File: src/rtl/mem_stage.sv
// mem_stage: MIPS MEM stage plus MEM/WB pipeline register.
// Loads and stores go out over a req/ack data-memory port. While an access is in flight,
// MemStall holds the EX/MEM bundle upstream.
// Configuration macro: MEM_SUBWORD_EN enables byte/half accesses with lane steering.
// Without it, every access is a word access.
module mem_stage #(
    parameter int unsigned ADDR_W = 32
) (
    input  logic              clk,
    input  logic              rst_n,
    input  logic              Valid,
    input  logic              MemRead,
    input  logic              MemWrite,
    input  logic              MemtoReg,
    input  logic              RegWrite,
    input  logic [4:0]        WriteReg,
    input  logic [31:0]       ALUResult,
    input  logic [31:0]       StoreData,
    input  logic [1:0]        MemSize,
    input  logic              MemSigned,
    output logic              DmemReq,
    output logic              DmemWe,
    output logic [ADDR_W-1:0] DmemAddr,
    output logic [31:0]       DmemWData,
    output logic [3:0]        DmemBE,
    input  logic [31:0]       DmemRData,
    input  logic              DmemAck,
    output logic              MemStall,
    output logic              ValidOut,
    output logic              MemtoRegOut,
    output logic              RegWriteOut,
    output logic [4:0]        WriteRegOut,
    output logic [31:0]       ReadData,
    output logic [31:0]       ALUResultOut,
    output logic              AlignErr
);

    typedef enum logic [0:0] {StIdle, StReq} stateE;

    stateE       stateQ, stateD;
    logic        isAccess, aligned, isMemOp, misAlign, isStore;
    logic        stall, latchBundle;
    logic [3:0]  storeBe;
    logic [31:0] storeWData, loadData;

    logic        validD, memtoRegD, regWriteD, alignErrD;
    logic [31:0] readDataD;

    assign isAccess = Valid & (MemRead | MemWrite);
    assign isMemOp  = isAccess & aligned;
    assign misAlign = isAccess & ~aligned;
    // Both MemRead and MemWrite high is treated as a load.
    assign isStore  = MemWrite & ~MemRead;

`ifdef MEM_SUBWORD_EN
    logic [7:0]  loadByte;
    logic [15:0] loadHalf;

    // Alignment, byte enables and replicated store data by access size
    always_comb begin
        aligned    = (ALUResult[1:0] == 2'b00);
        storeBe    = 4'b1111;
        storeWData = StoreData;
        case (MemSize)
            2'b00: begin
                aligned    = 1'b1;
                storeBe    = 4'b0001 << ALUResult[1:0];
                storeWData = {4{StoreData[7:0]}};
            end
            2'b01: begin
                aligned    = ~ALUResult[0];
                storeBe    = 4'b0011 << ALUResult[1:0];
                storeWData = {2{StoreData[15:0]}};
            end
            default: ;
        endcase
    end

    // Load lane select and zero/sign extension
    always_comb begin
        loadByte = DmemRData[8*ALUResult[1:0] +: 8];
        loadHalf = DmemRData[16*ALUResult[1] +: 16];
        loadData = DmemRData;
        case (MemSize)
            2'b00:   loadData = {{24{MemSigned & loadByte[7]}}, loadByte};
            2'b01:   loadData = {{16{MemSigned & loadHalf[15]}}, loadHalf};
            default: loadData = DmemRData;
        endcase
    end
`else
    logic unusedSubword;

    // Word-only build: size controls are ignored
    assign unusedSubword = ^{MemSize, MemSigned};
    assign aligned       = (ALUResult[1:0] == 2'b00);
    assign storeBe       = 4'b1111;
    assign storeWData    = StoreData;
    assign loadData      = DmemRData;
`endif

    // FSM state register
    always_ff @(posedge clk or negedge rst_n) begin
        if (!rst_n) begin
            stateQ <= StIdle;
        end else begin
            stateQ <= stateD;
        end
    end

    // FSM next state and stall; IDLE spends one stall cycle before raising the request
    always_comb begin
        stateD = stateQ;
        stall  = 1'b0;
        unique case (stateQ)
            StIdle: begin
                if (isMemOp) begin
                    stall  = 1'b1;
                    stateD = StReq;
                end
            end
            StReq: begin
                if (DmemAck) begin
                    stateD = StIdle;
                end else begin
                    stall = 1'b1;
                end
            end
            default: stateD = StIdle;
        endcase
    end

    // Memory port is quiet outside REQ; stall drops at once when reset asserts
    always_comb begin
        DmemReq   = (stateQ == StReq);
        DmemWe    = DmemReq & isStore;
        DmemAddr  = DmemReq ? {ALUResult[ADDR_W-1:2], 2'b00} : '0;
        DmemWData = DmemReq ? storeWData : '0;
        DmemBE    = DmemReq ? storeBe : 4'b0000;
        MemStall  = rst_n & stall;
    end

    // MEM/WB next values: the bundle retires or a bubble is inserted while waiting
    always_comb begin
        latchBundle = ((stateQ == StIdle) & ~isMemOp) | ((stateQ == StReq) & DmemAck);
        validD      = 1'b0;
        memtoRegD   = 1'b0;
        regWriteD   = 1'b0;
        alignErrD   = 1'b0;
        readDataD   = '0;
        if (latchBundle) begin
            validD    = Valid;
            memtoRegD = MemtoReg;
            regWriteD = RegWrite & ~misAlign;
            alignErrD = (stateQ == StIdle) & misAlign;
            if ((stateQ == StReq) && !isStore) begin
                readDataD = loadData;
            end
        end
    end

    // MEM/WB pipeline register
    always_ff @(posedge clk or negedge rst_n) begin
        if (!rst_n) begin
            ValidOut     <= 1'b0;
            MemtoRegOut  <= 1'b0;
            RegWriteOut  <= 1'b0;
            WriteRegOut  <= '0;
            ReadData     <= '0;
            ALUResultOut <= '0;
            AlignErr     <= 1'b0;
        end else begin
            ValidOut     <= validD;
            MemtoRegOut  <= memtoRegD;
            RegWriteOut  <= regWriteD;
            WriteRegOut  <= WriteReg;
            ReadData     <= readDataD;
            ALUResultOut <= ALUResult;
            AlignErr     <= alignErrD;
        end
    end

endmodule

File: config.mk
export PLATFORM = sky130hd
export DESIGN_NAME = mem_stage
export DESIGN_NICKNAME = d
export VERILOG_FILES = /design/src/rtl/mem_stage.sv
export SDC_FILE = /design/constraint.sdc
export NUM_CORES = 1
export LEC_CHECK = 0
export BUFFER_PORTS_ARGS = -buffer_cell sky130_fd_sc_hd__buf_2
export CAP_MARGIN = 20
export CORE_AREA = 2 2 99 101
export DETAILED_ROUTE_END_ITERATION = 8
export DIE_AREA = 0 0 101 103
export GPL_ROUTABILITY_DRIVEN = 0
export GPL_TIMING_DRIVEN = 0
export MAX_ROUTING_LAYER = met4
export PLACE_DENSITY = 0.71
export SETUP_SLACK_MARGIN = 0.4
export SLEW_MARGIN = 20
export SYNTH_ARGS = -nofsm -noshare
export SYNTH_HDL_FRONTEND = slang
export SYNTH_SLANG_ARGS = --single-unit
File: constraint.sdc
create_clock -name clk -period 1.1 [get_ports clk]
set_input_delay 0.11 -clock clk [delete_from_list [all_inputs] [get_ports clk]]
set_output_delay 0.11 -clock clk [all_outputs]
set_load 0.02 [all_outputs]
# After elaboration in Yosys (flattened, before gate mapping)
# Cells that the tools add are included.
dict set report word_totals {
  output_inout_bits 144
  input_bits 112
  elab_cells 40
  reg_bits 74
}
dict set report classes {
  mux 12
  n_reduce_logical 3
  n_bitwise 17
}
# op n
set op_table {}
lappend op_table {{$mux W32} 4}
lappend op_table {{$and A1 B1 Y1} 10}
lappend op_table {{$mux W1} 6}
lappend op_table {{$not A1 Y1} 5}
lappend op_table {{$mux W4} 1}
lappend op_table {{$logic_not A2 Y1} 1}
lappend op_table {{$or A1 B1 Y1} 2}
lappend op_table {{$pmux W1 S2} 1}
lappend op_table {{$logic_and A1 B1 Y1} 1}
lappend op_table {{$logic_not A1 Y1} 1}

# Logic depth before layout (Yosys ltp)
# Gate-level depths: netlist of the first run.
dict set report depth {
  ltp_word 7
  mapped_depth 4
  mapped_depth_nobuf 2
}

# Worst setup path after synthesis of the first run
# Ideal clock, no wire load.
dict set report synth_path {
  path_kind {reg-to-output}
  start {register stateQ, in the netlist DmemReq}
  end {output port MemStall}
  n_path_buf 2
  setup_slack_ps -369
  stages_incl_launch_ff 4
  t_required_ps 990
  t_arrival_ps 1359
  cell_sequence {dfrtp_1 buf_6 buf_6 o41ai_2}
}
dict set report synth_between {
  elab_chain_len 3
}
# element line_no
set synth_lines {}
lappend synth_lines {{start, declared} 40} ;# stateE stateQ, stateD;
lappend synth_lines {{start signal, assigned} 104} ;# stateQ <= StIdle;
lappend synth_lines {{start signal, assigned} 106} ;# stateQ <= stateD;
lappend synth_lines {{$not A1 Y1} --}
lappend synth_lines {{$pmux W1 S2 (*)} 114} ;# unique case (stateQ)
lappend synth_lines {{$and A1 B1 Y1 (*)} 139} ;# MemStall = rst_n & stall;
lappend synth_lines {{end, declared} 28} ;# output logic MemStall,
# Mark *: on every way between the ends. The rest lies on a longest branch, timed or not.

# Final worst setup path of the first run
dict set report layout_path {
  start {register stateQ, in the netlist DmemReq}
  end {output port DmemWData[7]}
}
dict set report layout_between {
  elab_chain_len 1
}
# element line_no
set layout_lines {}
lappend layout_lines {{$mux W32} 137} ;# DmemWData = DmemReq ? storeWData : '0;
lappend layout_lines {{end, declared} 24} ;# output logic [31:0] DmemWData,
# Every way passes these cells.

==> run metrics, run 1 <==
outcome finished with violations; failing checks hold timing, setup timing; Max VDD drop 0.000671 V; sequential share of power 41.1%; post-synth top area share 63.6%; Worst setup EP type output port; Slew @ Worst Pin 0.725 ns; largest net degree at the start of global routing 60; Max Used Layer met4; post-synthesis simple-gate area fraction 28.7%; sequential cell area fraction in the yosys report 63.6%; worst hold slack -0.370 ns; n_diodes 0; CTS max path bufs 2; Horiz. Die Dim 101 um; Layout Skew 0.00587 ns; post-layout instance area 6450 um^2; Critical Path RT 0.99 ns; flop-to-flop setup slack -0.34 ns; worst r2r src DmemReq; met2 WL 5790 um; met1 WL 3870 um; Pre-Repair DR Iteration Count 4; Pint 0.00513 W; Max-Cap Viols 0; core area 9460 um^2; Hold Path Class input port to async pin; DRT iter0 DRCs 52; Compound-Gate Fraction of Synth Area 2.02%; maximum fanout along the worst path 5; Max Slew Vio Count 0; row count 36; Total GRT Usage 19.9%; number of global-route vias before repair 2,954; drt wl/cell 15.9 um; Starting Density 30.8%; Reg clk slew, reported paths 0.08 ns; Mapped Area 2910 um^2; Arr. time, crit path 1.51 ns; slew margin rel. 51.3%; FF-to-FF path depth 6; Tcrit/Tclk final 147%; routed wl met3 691 um; post-route ant nets 0; Num CTS Buffers 9; synth unique cells 20; H-tree depth 3; Post-Syn Area per Cell 14.2 um^2; critical path launch point type flip-flop; post-DP HPWL 6490 um; Max Clk Rate 619 MHz; layout cell share with drive strength beyond 1 75.2%; unrepaired setup endpoints after global routing yes; DP Area 4470 um^2; clock group share of total power 32.9%; Synth Area in XOR/XNOR 0%; Area Growth Syn to Fin 121%; Ys Warns 0; port bufs 250; Power Density 1090 nW/um^2; clk root buf clkbuf_8; Fill cells 642; most common cell after layout, fill and taps aside buf_2; post-synthesis adder-cell area fraction 0%; most frequent cells in the layout 129 x buf_2, 126 x buf_6, 73 x dfrtp_1; Total Wirelength 10,600 um; combinational share of power 26.1%; number of I/O pins 256; die height 103 um; DR DRC count 0; final net count 659; Sw Share 27.1%; largest family of logic cells by synthesized area simple AND/OR/NAND/NOR gates; CTS tree yes; cell count after synthesis 205; die area 10,400 um^2; final number of setup-violating endpoints 105; Final Util 68.1%; Tmin final 1.62 ns; Power Total 0.00703 W; vias per inst 4.28; worst flop-to-flop path endpoint MemtoRegOut; GRT overflow 0; first-pass GRT wire length 15,000 um; fin worst setup slack -0.515 ns; CP Class flip-flop to output port; Num Clock Sinks 74; Lkg Pwr 3.28 nW; largest cells by area after synthesis dfrtp_1 64%, and2_1 14%, nor3b_2 13%; via count 2,853; Final Hold Violating Endpoints 74; initial antenna violation count 0; Psw 0.00190 W; multiplexer share of the synthesized area 0%; Synth Register Bits 74; leading area contributor after synthesis dfrtp_1; worst skew pair latency 0.34 ns
-- layer usage --
metal	track usage (%)	vias up
met5	-	-
met2	35.9	155
li1	-	1336
met3	4.75	21
met4	6.96	0
met1	21.3	1341
-- worst max-delay path by stage --
| stage | startpoint | end | slack (ns) | cells past startpoint |
|---|---|---|---|---|
| floorplan | DmemReq | MemStall | -0.16 | 3 |
| global placement | rst_n | MemStall | -1.20 | 4 |
| detailed placement | rst_n | MemStall | -0.40 | 5 |
| CTS | DmemReq | MemStall | -0.54 | 4 |
| global route | DmemReq | MemStall | -0.58 | 4 |
| finish | DmemReq | DmemWData[7] | -0.52 | 5 |
-- sequential cells by signal (all words and copies together), names as in the netlist --
name / count
ALUResultOut: 32
AlignErr: 1
DmemReq: 1
MemtoRegOut: 1
ReadData: 32
RegWriteOut: 1
ValidOut: 1
WriteRegOut: 5
-- cells by family (layout without fill, tap and decap cells) --
logic type             Yosys count  after routing
AOI/OAI and AO/OA                6              6
buffers and inverters           22            368
DFF                             74             74
and+or+nand+nor                102            102
other                            1              2
-- cells in the mapped netlist --
cell type / number
o21ai_1: 1
o311a_1: 2
nand3b_1: 1
inv_1: 1
nand2b_1: 1
nor2b_1: 1
o31ai_1: 1
and2_1: 63
dfrtp_1: 74
buf_6: 6
buf_4: 9
nor3b_2: 30
conb_1: 1
o211a_1: 1
clkbuf_2: 1
o41ai_2: 1
or2_4: 1
nand2_2: 1
nor3b_1: 4
clkbuf_1: 5
-- area by class of cell --
type / count / area (um^2) / share of cell area, %
Clock buffer: 9 / 124 / 1.92
Clock inverter: 7 / 93.8 / 1.46
Inverter: 1 / 3.75 / 0.0582
Tap cell: 114 / 143 / 2.21
Buffer: 21 / 240 / 3.73
Multi-Input combinational cell: 110 / 1090 / 16.9
Sequential cell: 74 / 1850 / 28.7
Timing Repair Buffer: 330 / 2900 / 45.0
-- critical path, cell delays in order (launching register included) --
cell,delay (ns)
dfrtp_2,0.43
buf_4,0.16
buf_16,0.13
clkbuf_8,0.13
and2_2,0.16
buf_4,0.15
-- power by group through the flow --
stage | clock, W | sequential, W | combinational, W
global route | 0.00254 | 0.00290 | 0.00194
global placement | 0 | 0.00291 | 0.00116
detailed placement | 0 | 0.00291 | 0.00119
finish | 0.00231 | 0.00289 | 0.00183
CTS | 0.00239 | 0.00288 | 0.00171
floorplan | 0 | 0.00306 | 0.000497
-- metrics by stage --
step / std cells / hold WS [ns] / setup TNS (ns) / setup slack [ns]
final: 666 / -0.370 / -38.30 / -0.515
after global placement: 570 / 0.219 / -55.57 / -1.20
after detailed placement: 571 / 0.00424 / -16.20 / -0.399
after global routing: 666 / -0.379 / -44.34 / -0.580
after CTS: 659 / -0.384 / -38.69 / -0.544
after floorplan: 206 / -0.186 / -2.41 / -0.163
-- repair_timing --
item,CTS,global route
pin swaps,2,1
resized for setup,225,64
hold endpoints to repair,128,55
buffers inserted,13,4
setup endpoints to repair,179,179
hold buffers,54,1
cloned,5,2
No activity file was read; power rests on OpenSTA's default activity.
==> inputs of run 2 (changes only) <==
--- a/config.mk
+++ b/config.mk
@@ -13,7 +13,7 @@
 export GPL_ROUTABILITY_DRIVEN = 0
 export GPL_TIMING_DRIVEN = 0
 export MAX_ROUTING_LAYER = met4
-export PLACE_DENSITY = 0.71
+export PLACE_DENSITY = 0.68
 export SETUP_SLACK_MARGIN = 0.4
 export SLEW_MARGIN = 20
 export SYNTH_ARGS = -nofsm -noshare
==> constraint.sdc (replaced) <==
create_clock -name clk -period 1.5 [get_ports clk]
set_input_delay 0.15 -clock clk [delete_from_list [all_inputs] [get_ports clk]]
set_output_delay 0.15 -clock clk [all_outputs]
set_load 0.02 [all_outputs]
==> run 2 against run 1 <==
The run still ends with hold timing, setup timing left. Power is 30% lower. Sequential cell count stayed put. Setup slack better by 0.35 ns. Combinational power is 40% lower. Via count is 5.3% lower. Worst hold slack better by 0.11 ns. Cell area is 15% lower. Non-clock buffer count is 32 lower. Critical endpoint is now DmemAddr[26]. Largest power group unchanged. Highest routed layer unchanged.
==> run metrics, run 2 (same netlist as run 1, synthesis figures left out) <==
Num Clock Sinks 74; CP max-delay cell dfrtp_2; initial antenna violation count 0; Lkg Pwr 2.95 nW; Tmin final 1.67 ns; Max Slew Vio Count 0; outcome finished with violations; # placed instances 571; maximum fanout along the worst path 10; Reg clk slew, reported paths 0.08 ns; final net count 627; Max VDD drop 0.000569 V; GR Util met3 3.19%; met1 Track Usage GR 17.4%; Total Wirelength 9060 um; DR DRC count 0; final non-filler cell total 634; CTS max path bufs 2; unrepaired setup endpoints after global routing yes; worst skew pair latency 0.35 ns; vias per inst 4.26; critical path launch point type flip-flop; Crit path largest cell delay 0.42 ns; Worst setup EP type output port; Crit path top cell by count buf_4; core area 9460 um^2; Slew @ Worst Pin 0.616 ns; row count 36; Final Hold Violating Endpoints 28; CP delay by family, top buffers and inverters; die height 103 um; busiest grt layer met2; Num CTS Buffers 9; DRT iter0 DRCs 42; CP cell instances buf_8 > buf_4 > buf_6 > and2_2 > buf_4; FF-to-FF path depth 6; die area 10,400 um^2; first-pass GRT wire length 12,500 um; Max-Cap Viols 0; most common cell after layout, fill and taps aside buf_2; Critical Path RT 1.35 ns; Horiz. Die Dim 101 um; Total GRT Usage 16.4%; number of global-route vias before repair 2,646; slew margin rel. 58.7%; CTS tree yes; H-tree depth 3; largest net degree at the start of global routing 47; biggest regs ALUResultOut x32, ReadData x32, WriteRegOut x5; Final Util 57.9%; Layout Skew 0.00634 ns; Power Density 900 nW/um^2; n_diodes 0; GRT overflow 0; layout cell share with drive strength beyond 1 76.2%; worst r2r src DmemReq; Max Clk Rate 600 MHz; Hold Buf Count CTS 37; fin worst setup slack -0.166 ns; post-route ant nets 0; met2 usage in global routing 28.8%; drt wl/cell 14.3 um; Hold Path Class input port to async pin; failing checks hold timing, setup timing; flop-to-flop setup slack 0.19 ns; via count 2,702; worst hold slack -0.261 ns; Starting Density 30.8%; worst flop-to-flop path endpoint ReadData[6]; clk root buf clkbuf_8; worst path bufs/invs 4; CP Class flip-flop to output port; final setup TNS -5.14 ns; Arr. time, crit path 1.52 ns; Tcrit/Tclk final 111%; Area Growth Syn to Fin 88.3%; final number of setup-violating endpoints 61; Pre-Repair DR Iteration Count 4; port bufs 250; critical path depth 5; number of I/O pins 256; most frequent cells in the layout 206 x buf_2, 73 x dfrtp_1, 42 x buf_6; Worst setup startpoint DmemReq; post-DP HPWL 6410 um
run 2: cell count changes in the layout (fill, tap and decap cells not counted), moves of 4 or more:
cell	change
buf_2	+77
buf_6	-84
and2_4	-5
buf_16	-4
dlygate4sd3_1	-18
run 2: repair_timing:
| item | 4_1_cts | 5_1_grt |
|---|---|---|
| resized for setup | 17 | 106 |
| buffers inserted | 1 | 7 |
| pin swaps | 0 | 2 |
| endpoints found under the setup margin | 103 | 101 |
| hold endpoints to repair | 65 | 28 |
| cloned | 0 | 2 |
run 2: metal layers:
layer  routed length, um  up-vias
li1                    -     1271
met5                   0        -
met2                4770      155
met3                 686       17
met1                3390     1259
met4                 216        0
run 2: report_power, final:
| group | total (W) | internal, W | switching [W] | leakage [nW] |
|---|---|---|---|---|
| logic | 0.00109 | 0.000545 | 0.000541 | 1.91 |
| registers | 0.00209 | 0.00207 | 0.0000205 | 0.936 |
| clock network | 0.00176 | 0.000951 | 0.000804 | 0.106 |
| total | 0.00493 | 0.00357 | 0.00137 | 2.95 |
run 2: how the worst max path moves through the flow:
stage                         to  slack, ns
floorplan               MemStall       0.20
global placement        MemStall      -0.89
detailed placement      MemStall      -0.06
CTS                     MemStall      -0.20
global route            MemStall      -0.23
finish              DmemAddr[26]      -0.17
run 2: final cells by class:
class	instances	area, um^2
fill	796	3980
timing repair buffer	298	1970
sequential	74	1850
multi-input combinational	110	1050
buffer	21	244
tap	114	143
clock buffer	9	124
clock inverter	7	101
inverter	1	3.75
run 2: through the flow:
step | setup slack (ns) | area [um^2] | power, W
4_1_cts | -0.200 | 5090 | 0.00485
3_5_place_dp | -0.0590 | 4450 | 0.00300
5_1_grt | -0.232 | 5480 | 0.00513
3_3_place_gp | -0.892 | 4420 | 0.00298
6_report | -0.166 | 5480 | 0.00493
2_1_floorplan | 0.197 | 3030 | 0.00260
